<file path="src/rtl/switch_conditioner_pkg.sv">
// switch_pkg
//   Shared types and constants for the slide-switch conditioning path.
//   deb_state_t             : per-channel debouncer state encoding
//   DEFAULT_DEBOUNCE_CYCLES : 20 ms worth of samples at a 50 MHz clock
package switch_pkg;

  typedef enum logic [1:0] {
    LOW     = 2'd0,
    TO_HIGH = 2'd1,
    HIGH    = 2'd2,
    TO_LOW  = 2'd3
  } deb_state_t;

  localparam int DEFAULT_DEBOUNCE_CYCLES = 1_000_000;

endpackage : switch_pkg

</file>
<file path="src/rtl/switch_conditioner_debounce.sv">
// debounce_channel
//   One switch channel: two-flop synchronizer, consecutive-sample counter,
//   debounce FSM and registered rise/fall pulse outputs.
//
//   state   | meaning
//   --------+--------------------------------------------------------------
//   LOW     | debounced level is 0, synchronized input agrees
//   TO_HIGH | input reads 1, counting consecutive 1 samples toward a rise
//   HIGH    | debounced level is 1, synchronized input agrees
//   TO_LOW  | input reads 0, counting consecutive 0 samples toward a fall
//
// Ports
//   clock    : system clock
//   reset    : synchronous, active-high
//   sw_raw   : asynchronous raw switch pin
//   sw_level : debounced level (registered)
//   sw_rise  : one-cycle pulse, coincident with the first cycle of level=1
//   sw_fall  : one-cycle pulse, coincident with the first cycle of level=0
module debounce_channel
  import switch_pkg::*;
#(
  parameter int DEBOUNCE_CYCLES = DEFAULT_DEBOUNCE_CYCLES
) (
  input  logic clock,
  input  logic reset,
  input  logic sw_raw,
  output logic sw_level,
  output logic sw_rise,
  output logic sw_fall
);

  localparam int CW = $clog2(DEBOUNCE_CYCLES);
  localparam logic [CW-1:0] CNT_ONE  = CW'(1);
  localparam logic [CW-1:0] CNT_LAST = CW'(DEBOUNCE_CYCLES - 1);

  logic          s1;
  logic          s2;
  deb_state_t    state;
  deb_state_t    state_nxt;
  logic [CW-1:0] cnt;
  logic [CW-1:0] cnt_nxt;
  logic          level_nxt;
  logic          rise_nxt;
  logic          fall_nxt;

  // Synchronizer: only s2 is allowed to reach the debounce logic.
  always_ff @(posedge clock) begin
    if (reset) begin
      s1 <= 1'b0;
      s2 <= 1'b0;
    end else begin
      s1 <= sw_raw;
      s2 <= s1;
    end
  end

  // The entering sample already counts as 1, so the terminal compare is
  // DEBOUNCE_CYCLES-1; cnt therefore never wraps.
  always_comb begin
    state_nxt = state;
    cnt_nxt   = cnt;
    level_nxt = sw_level;
    rise_nxt  = 1'b0;
    fall_nxt  = 1'b0;
    case (state)
      LOW: begin
        cnt_nxt   = '0;
        level_nxt = 1'b0;
        if (s2) begin
          state_nxt = TO_HIGH;
          cnt_nxt   = CNT_ONE;
        end
      end
      TO_HIGH: begin
        if (!s2) begin
          state_nxt = LOW;
          cnt_nxt   = '0;
        end else if (cnt == CNT_LAST) begin
          state_nxt = HIGH;
          level_nxt = 1'b1;
          rise_nxt  = 1'b1;
          cnt_nxt   = '0;
        end else begin
          cnt_nxt = cnt + CNT_ONE;
        end
      end
      HIGH: begin
        cnt_nxt   = '0;
        level_nxt = 1'b1;
        if (!s2) begin
          state_nxt = TO_LOW;
          cnt_nxt   = CNT_ONE;
        end
      end
      TO_LOW: begin
        if (s2) begin
          state_nxt = HIGH;
          cnt_nxt   = '0;
        end else if (cnt == CNT_LAST) begin
          state_nxt = LOW;
          level_nxt = 1'b0;
          fall_nxt  = 1'b1;
          cnt_nxt   = '0;
        end else begin
          cnt_nxt = cnt + CNT_ONE;
        end
      end
      default: begin
        state_nxt = LOW;
        cnt_nxt   = '0;
        level_nxt = 1'b0;
      end
    endcase
  end

  always_ff @(posedge clock) begin
    if (reset) begin
      state    <= LOW;
      cnt      <= '0;
      sw_level <= 1'b0;
      sw_rise  <= 1'b0;
      sw_fall  <= 1'b0;
    end else begin
      state    <= state_nxt;
      cnt      <= cnt_nxt;
      sw_level <= level_nxt;
      sw_rise  <= rise_nxt;
      sw_fall  <= fall_nxt;
    end
  end

endmodule : debounce_channel

</file>
<file path="src/rtl/switch_conditioner.sv">
// switch_conditioner
//   Conditions N_SW slide switches for the downstream control FSMs.
//   Channels are fully independent copies of debounce_channel.
//
// Ports
//   clock    : system clock (CLOCK_50)
//   reset    : synchronous, active-high
//   sw_raw   : raw asynchronous switch pins
//   sw_level : debounced levels
//   sw_rise  : per-channel one-cycle pulse on debounced 0->1
//   sw_fall  : per-channel one-cycle pulse on debounced 1->0
module switch_conditioner
  import switch_pkg::*;
#(
  parameter int N_SW            = 8,
  parameter int DEBOUNCE_CYCLES = DEFAULT_DEBOUNCE_CYCLES
) (
  input  logic            clock,
  input  logic            reset,
  input  logic [N_SW-1:0] sw_raw,
  output logic [N_SW-1:0] sw_level,
  output logic [N_SW-1:0] sw_rise,
  output logic [N_SW-1:0] sw_fall
);

  for (genvar i = 0; i < N_SW; i++) begin : g_ch
    debounce_channel #(
      .DEBOUNCE_CYCLES(DEBOUNCE_CYCLES)
    ) u_ch (
      .clock   (clock),
      .reset   (reset),
      .sw_raw  (sw_raw[i]),
      .sw_level(sw_level[i]),
      .sw_rise (sw_rise[i]),
      .sw_fall (sw_fall[i])
    );
  end

endmodule : switch_conditioner

</file>
<file path="config.mk">
export PLATFORM = sky130hd
export DESIGN_NAME = switch_conditioner
export DESIGN_NICKNAME = d
export VERILOG_FILES = /design/src/rtl/switch_conditioner_pkg.sv /design/src/rtl/switch_conditioner_debounce.sv /design/src/rtl/switch_conditioner.sv
export SDC_FILE = /design/constraint.sdc
export NUM_CORES = 1
export LEC_CHECK = 0
export CAP_MARGIN = 5
export CELL_PAD_IN_SITES_DETAIL_PLACEMENT = 2
export CELL_PAD_IN_SITES_GLOBAL_PLACEMENT = 2
export CORE_ASPECT_RATIO = 1.2
export CORE_MARGIN = 5
export CORE_UTILIZATION = 43
export CTS_BUF_LIST = sky130_fd_sc_hd__clkbuf_4
export DETAILED_ROUTE_END_ITERATION = 8
export GPL_ROUTABILITY_DRIVEN = 1
export PLACE_DENSITY = 0.95
export SLEW_MARGIN = 10
export SYNTH_ARGS = -nofsm -noshare
export SYNTH_HDL_FRONTEND = slang
export SYNTH_SLANG_ARGS = --single-unit
</file>
<file path="constraint.sdc">
create_clock -name clock -period 4.49 [get_ports clock]
set_input_delay 0.6735 -clock clock [delete_from_list [all_inputs] [get_ports clock]]
set_output_delay 0.6735 -clock clock [all_outputs]
set_load 0.02 [all_outputs]
</file>
* Word level (Yosys, flattened, before mapping)
Index checks and enable logic that the tools add are counted.
** Cells by class
- Add/sub/neg operators :: 8
- Eq/ne operators :: 96
- Mux-type cells :: 152
- Bitwise operators :: 24
- Reductions and logical operators :: 40
** Operators by type and width (number)
- 20-bit case mux with 4 select lines :: 8
- 20-bit 2-to-1 mux :: 24
- 20-bit by 1-bit adder with 20-bit output (second input constant) :: 8
- 20-bit equality test (second input constant) :: 8
- 2-bit 2-to-1 mux :: 48
- 2-bit by 1-bit inequality test with 1-bit output (second input constant) :: 32
- 2-bit case mux with 4 select lines :: 8
- 4-bit AND reduction :: 16
- 1-bit 2-to-1 mux :: 56
- 3-bit OR reduction :: 16
- 2-bit equality test (second input constant) :: 16
- 2-bit inequality test (second input constant) :: 16
- 1-bit case mux with 4 select lines :: 8
- 3-bit by 1-bit inequality test with 1-bit output (second input constant) :: 8
- 3-bit inequality test (second input constant) :: 8
- 1-bit NOT :: 24
- 2-bit by 1-bit equality test with 1-bit output (second input constant) :: 8
- 2-bit zero test :: 8
** Storage, ports and cells
- Register bits :: 216
- Bits of input ports :: 10
- Word-level logic and storage cells :: 376

* Depth between registers and ports, before layout
- Word-level depth :: 4
- Depth in mapped cells :: 9
- Gate-level depth less buffers :: 7

* Cells and area by module
Synthesis repeated with hierarchy kept, for this count alone.
** Unflattened totals
- Cell total of the unflattened synthesis :: 1179
- Area, all modules :: 10577.6 µm²
** Modules (own cells, without submodules)
- debounce_channel (g_ch[0].u_ch ...) :: instances 7, cells each 146, area an instance 1311.3 µm², sequential area each 540.5 µm²
- debounce_channel (g_ch[7].u_ch) :: instances 1, cells each 157, area an instance 1398.8 µm², sequential area each 540.5 µm²

* Least setup slack after synthesis
Ideal clock, no wire load.
- Path type :: register to register
- Start point :: register g_ch[0].u_ch.cnt[10]
- End point :: register g_ch[0].u_ch.cnt[12]
- Setup time :: 115 ps
- Arrival time :: 1961 ps
- Required time :: 4375 ps
- Setup slack :: 2414 ps
- Cell stages (with the launch flop) :: 8
- Buffers on the path :: 2
- Clock period less this slack :: 2076 ps
- Cells stage by stage :: dfxtp_1 or4_4 or4_4 o21ai_4 or3_1 buf_6 buf_12 nor2_1
** On the way
- Longest elaborated chain between the ends :: 4
- Elaborated cells between the ends (all ways) :: 6
** RTL lines
- start, declared :: line switch_conditioner_debounce.sv:40 : logic [CW-1:0] cnt;
- start signal, assigned :: line switch_conditioner_debounce.sv:125 : cnt <= cnt_nxt;
- 20-bit by 1-bit adder with 20-bit output or 20-bit equality test (tied branches)
- 20-bit 2-to-1 mux (*) :: line switch_conditioner_debounce.sv:78, switch_conditioner_debounce.sv:99
- 20-bit 2-to-1 mux (on tied branches) :: line switch_conditioner_debounce.sv:96, switch_conditioner_debounce.sv:75
- 20-bit case mux with 4 select lines (*) :: line switch_conditioner_debounce.sv:65 : case (state)
Every way passes the cells marked *; elsewhere a longest branch is shown, timed or not.
A chain may end at the register's enable or synchronous reset.

* Worst setup path in the final report
- Start point :: register g_ch[2].u_ch.cnt[0]
- End point :: register g_ch[2].u_ch.cnt[13]
** On the way
- Longest elaborated chain between the ends :: 4
- Elaborated cells between the ends (all ways) :: 6
** RTL lines (line)
- start, declared :: switch_conditioner_debounce.sv:40
- start signal, assigned :: switch_conditioner_debounce.sv:125
- 20-bit by 1-bit adder with 20-bit output or 20-bit equality test (tied branches)
- 20-bit 2-to-1 mux (*) :: switch_conditioner_debounce.sv:78, switch_conditioner_debounce.sv:99
- 20-bit 2-to-1 mux (on tied branches) :: switch_conditioner_debounce.sv:96, switch_conditioner_debounce.sv:75
- 20-bit case mux with 4 select lines (*) :: switch_conditioner_debounce.sv:65
Marks and branches as above.

==> flow_summary.yaml <==
timing:
  finalCriticalPeriod_ns: 2.91
  slew_viol_final: 0
  fin_ws_ns: 1.58
  hold_violations: 0
  relSlewSlack_pct: 24.7
  setup_viol: 0
  rsz0062_at_grt: "no"
  fin_setup_tns_ns: 0
  tightest_slew_ns: 1.11
  fin_skew_ns: 0.0373
  fin_crit_sh_pct: 64.8
  max_freq_ghz: 0.344
synthesis:
  avgSynthCellArea_um2: 8.67
  synth.net_count: 1243
  synth_top_family_by_area: "simple AND/OR/NAND/NOR gates"
  synthCells: 1185
  synth-compound-area-share_pct: 5.22
  synth.mux.area_fraction_pct: 1.60
  yosysTopAreaCell: "dfxtp_1"
  synth_top_area_share_pct: 42.1
  ys_warn_count: 0
  synthFlopType: "dfxtp_1"
  synth_xor_area_share_pct: 12.3
  synthTopCellsByArea: "dfxtp_1 42%, nor2_1 7.7%, xor2_1 7.0%, ha_1 5.8%, xnor2_1 5.3%"
  synth_adder_area_share_pct: 5.85
  ys_top_cells_by_count: "216 x dfxtp_1, 212 x nor2_1, 82 x xor2_1, 78 x nand2_1, 71 x nand3_1"
  synthesis.area_um2: 10300
  synth_seq_cells: 216
  yosys.area_share.simple_pct: 28.2
  yosysSeqAreaShare_pct: 42.1
  async_flop_share_pct: 0
  synth_cell_types: 59
  synth_edf_count: 0
  synth_most_common_cell: "dfxtp_1"
min_path:
  hold_depth: 1
  hold_class: "flop to flop"
final_layout:
  final_area_um2: 11400
  final_layout_size_suffix_gt1_share_pct: 8.52
  syn2layout_area_growth_pct: 10.9
  nNetsFinal: 1285
  final_core_util_pct: 48.0
  final_cells: 1589
  fillCellCount: 2614
placement:
  place_ws_ns: 1.78
  dpl.hpwl_um: 20600
  port_buffers: 33
  dp.cells: 1486
  place_area_um2: 10700
  gp_congestion: 0.778
global_route:
  grt_max_degree: 45
  overflow: 0
  track_usage_pct: 26.1
  grt_pass1_wl_um: 56400
  grt_pass1_vias: 10300
  antenna_found_initial: 1
power:
  p_per_area_nw_per_um2: 425
  power_leakage_uw: 0.00379
  vdd_ir_drop_max_uv: 174
floorplanning:
  fp.dieW_um: 151
  dieArea_um2: 27100
  ios: 34
  initial_core_util_pct: 43.3
  die_y_um: 179
  core-area_um2: 23700
  num_rows: 62
drt:
  drc: 0
  drt.antenna.violating_nets: 0
  drt-initial-drc-count: 330
  routed_via_density: 5.63
  wl_per_cell_um: 22.1
  wl_um: 35200
  vias: 8944
  dr.pass1.iters: 4
clock_tree:
  cts_made_buffers: 59
  cts_setup_buffers: 0
  cts_buffer_depth: 3
  cts_root_buf: "clkbuf_4"
  insertion_delay_ns: 0.71
  cts_htree_levels: 2
  cts_hold_buf: 0
  cts_tree: "yes"
  clock_sinks: 216
  post_cts_resized: 0
  clkTransAtPathRegs_ns: 0.07
critical_path:
  critPathKind: "flop to flop"
  start_kind: "flop"
  rrSetupSlack_ns: 1.58
  required_ns: 5.02
  cp-end-kind: "flop"
  cp_max_fo: 19
  r2r_cells: 6
  cp.arrival_ns: 3.44
outcome:
  status: "completed"
job:
  max_cap_violations: 0
-- cell type report --
cell class              count  area [um2]  area share (%)
clock buffers              83         623            5.47
repair buffers             35         340            2.99
diodes                      1        2.50          0.0220
inverters                  44         165            1.45
multi-input cells         871        5460            47.9
clock inverters            19        80.1           0.703
well taps                 320         400            3.51
flip-flops and latches    216        4320            38.0
-- through the flow --
step | hold slack, ns | total power (uW)
after floorplan | 0.414 | 2750
after global placement | 0.420 | 2900
after detailed placement | 0.445 | 3010
after CTS | 0.448 | 4880
after global routing | 0.466 | 5080
final | 0.452 | 4840
-- registers in the layout, summed over array words and instances, names as in the netlist, named ones only --
| signal | cells |
|---|---|
| g_ch.u_ch.s2 | 8 |
| g_ch.u_ch.s1 | 8 |
| g_ch.u_ch.state | 8 |
| g_ch.u_ch.sw_fall | 8 |
| g_ch.u_ch.sw_rise | 8 |
| g_ch.u_ch.cnt | 160 |
| g_ch.u_ch.sw_level | 8 |
-- critical path, stage by stage (launching register included) --
cell	delay [ns]
dfxtp_1	0.40
ha_1	0.24
and4_1	0.34
nand4_1	0.18
o21ai_0	0.66
or3_1	0.72
nor2_1	0.19
-- routing by layer --
layer  up-vias  global-route usage (%)  routed length [um]
li1       4105                       -                   -
met1      4493                    27.3               13600
met2       235                    51.1               19100
met3       111                    4.48                1230
met4         0                    10.5                1230
met5         -                       0                   0
-- worst paths after layout --
kind | start | endpoint
min | g_ch[2].u_ch.s1$_SDFF_PP0_ | g_ch[2].u_ch.s2$_SDFF_PP0_
max | g_ch[2].u_ch.cnt[0]$_SDFF_PP0_ | g_ch[2].u_ch.cnt[13]$_SDFF_PP0_
max reg2reg | g_ch[2].u_ch.cnt[0]$_SDFF_PP0_ | g_ch[2].u_ch.cnt[13]$_SDFF_PP0_
min reg2reg | g_ch[2].u_ch.s1$_SDFF_PP0_ | g_ch[2].u_ch.s2$_SDFF_PP0_
-- cells by family after synthesis --
family,count (synthesis)
AND/OR/NAND/NOR,584
adder cells (fa/ha/maj),48
buffers and inverters,98
XOR/XNOR,144
multiplexers,16
flip-flops,216
AO/OA/AOI/OAI,79
-- report_power, final --
group / internal [uW] / switching, uW
Combinational: 360 / 573
Sequential: 2010 / 128
Clock: 850 / 916
-- cells in the final DEF (no fill, tap or decap), types with 4 or more instances in the layout --
master / count
dfxtp_1: 216
nor2_1: 212
clkbuf_4: 83
xor2_1: 82
nand2_1: 78
nand3_1: 71
xnor2_1: 62
ha_1: 48
nor3_1: 47
inv_1: 44
nor2b_1: 33
clkdlybuf4s50_1: 32
nand4_1: 30
a21oi_1: 27
and3_1: 19
nor4_1: 16
nand2b_1: 16
mux2i_1: 13
clkinv_1: 12
or3_1: 11
nor4b_1: 11
and4_1: 11
a211oi_1: 8
o21ai_0: 7
clkinv_2: 7
o31ai_1: 6
a311oi_1: 5
and3b_1: 4
o21a_1: 4
or4_1: 4
o21bai_1: 4
and2_1: 4
o32ai_1: 4
(Power assumes the default switching activity.)
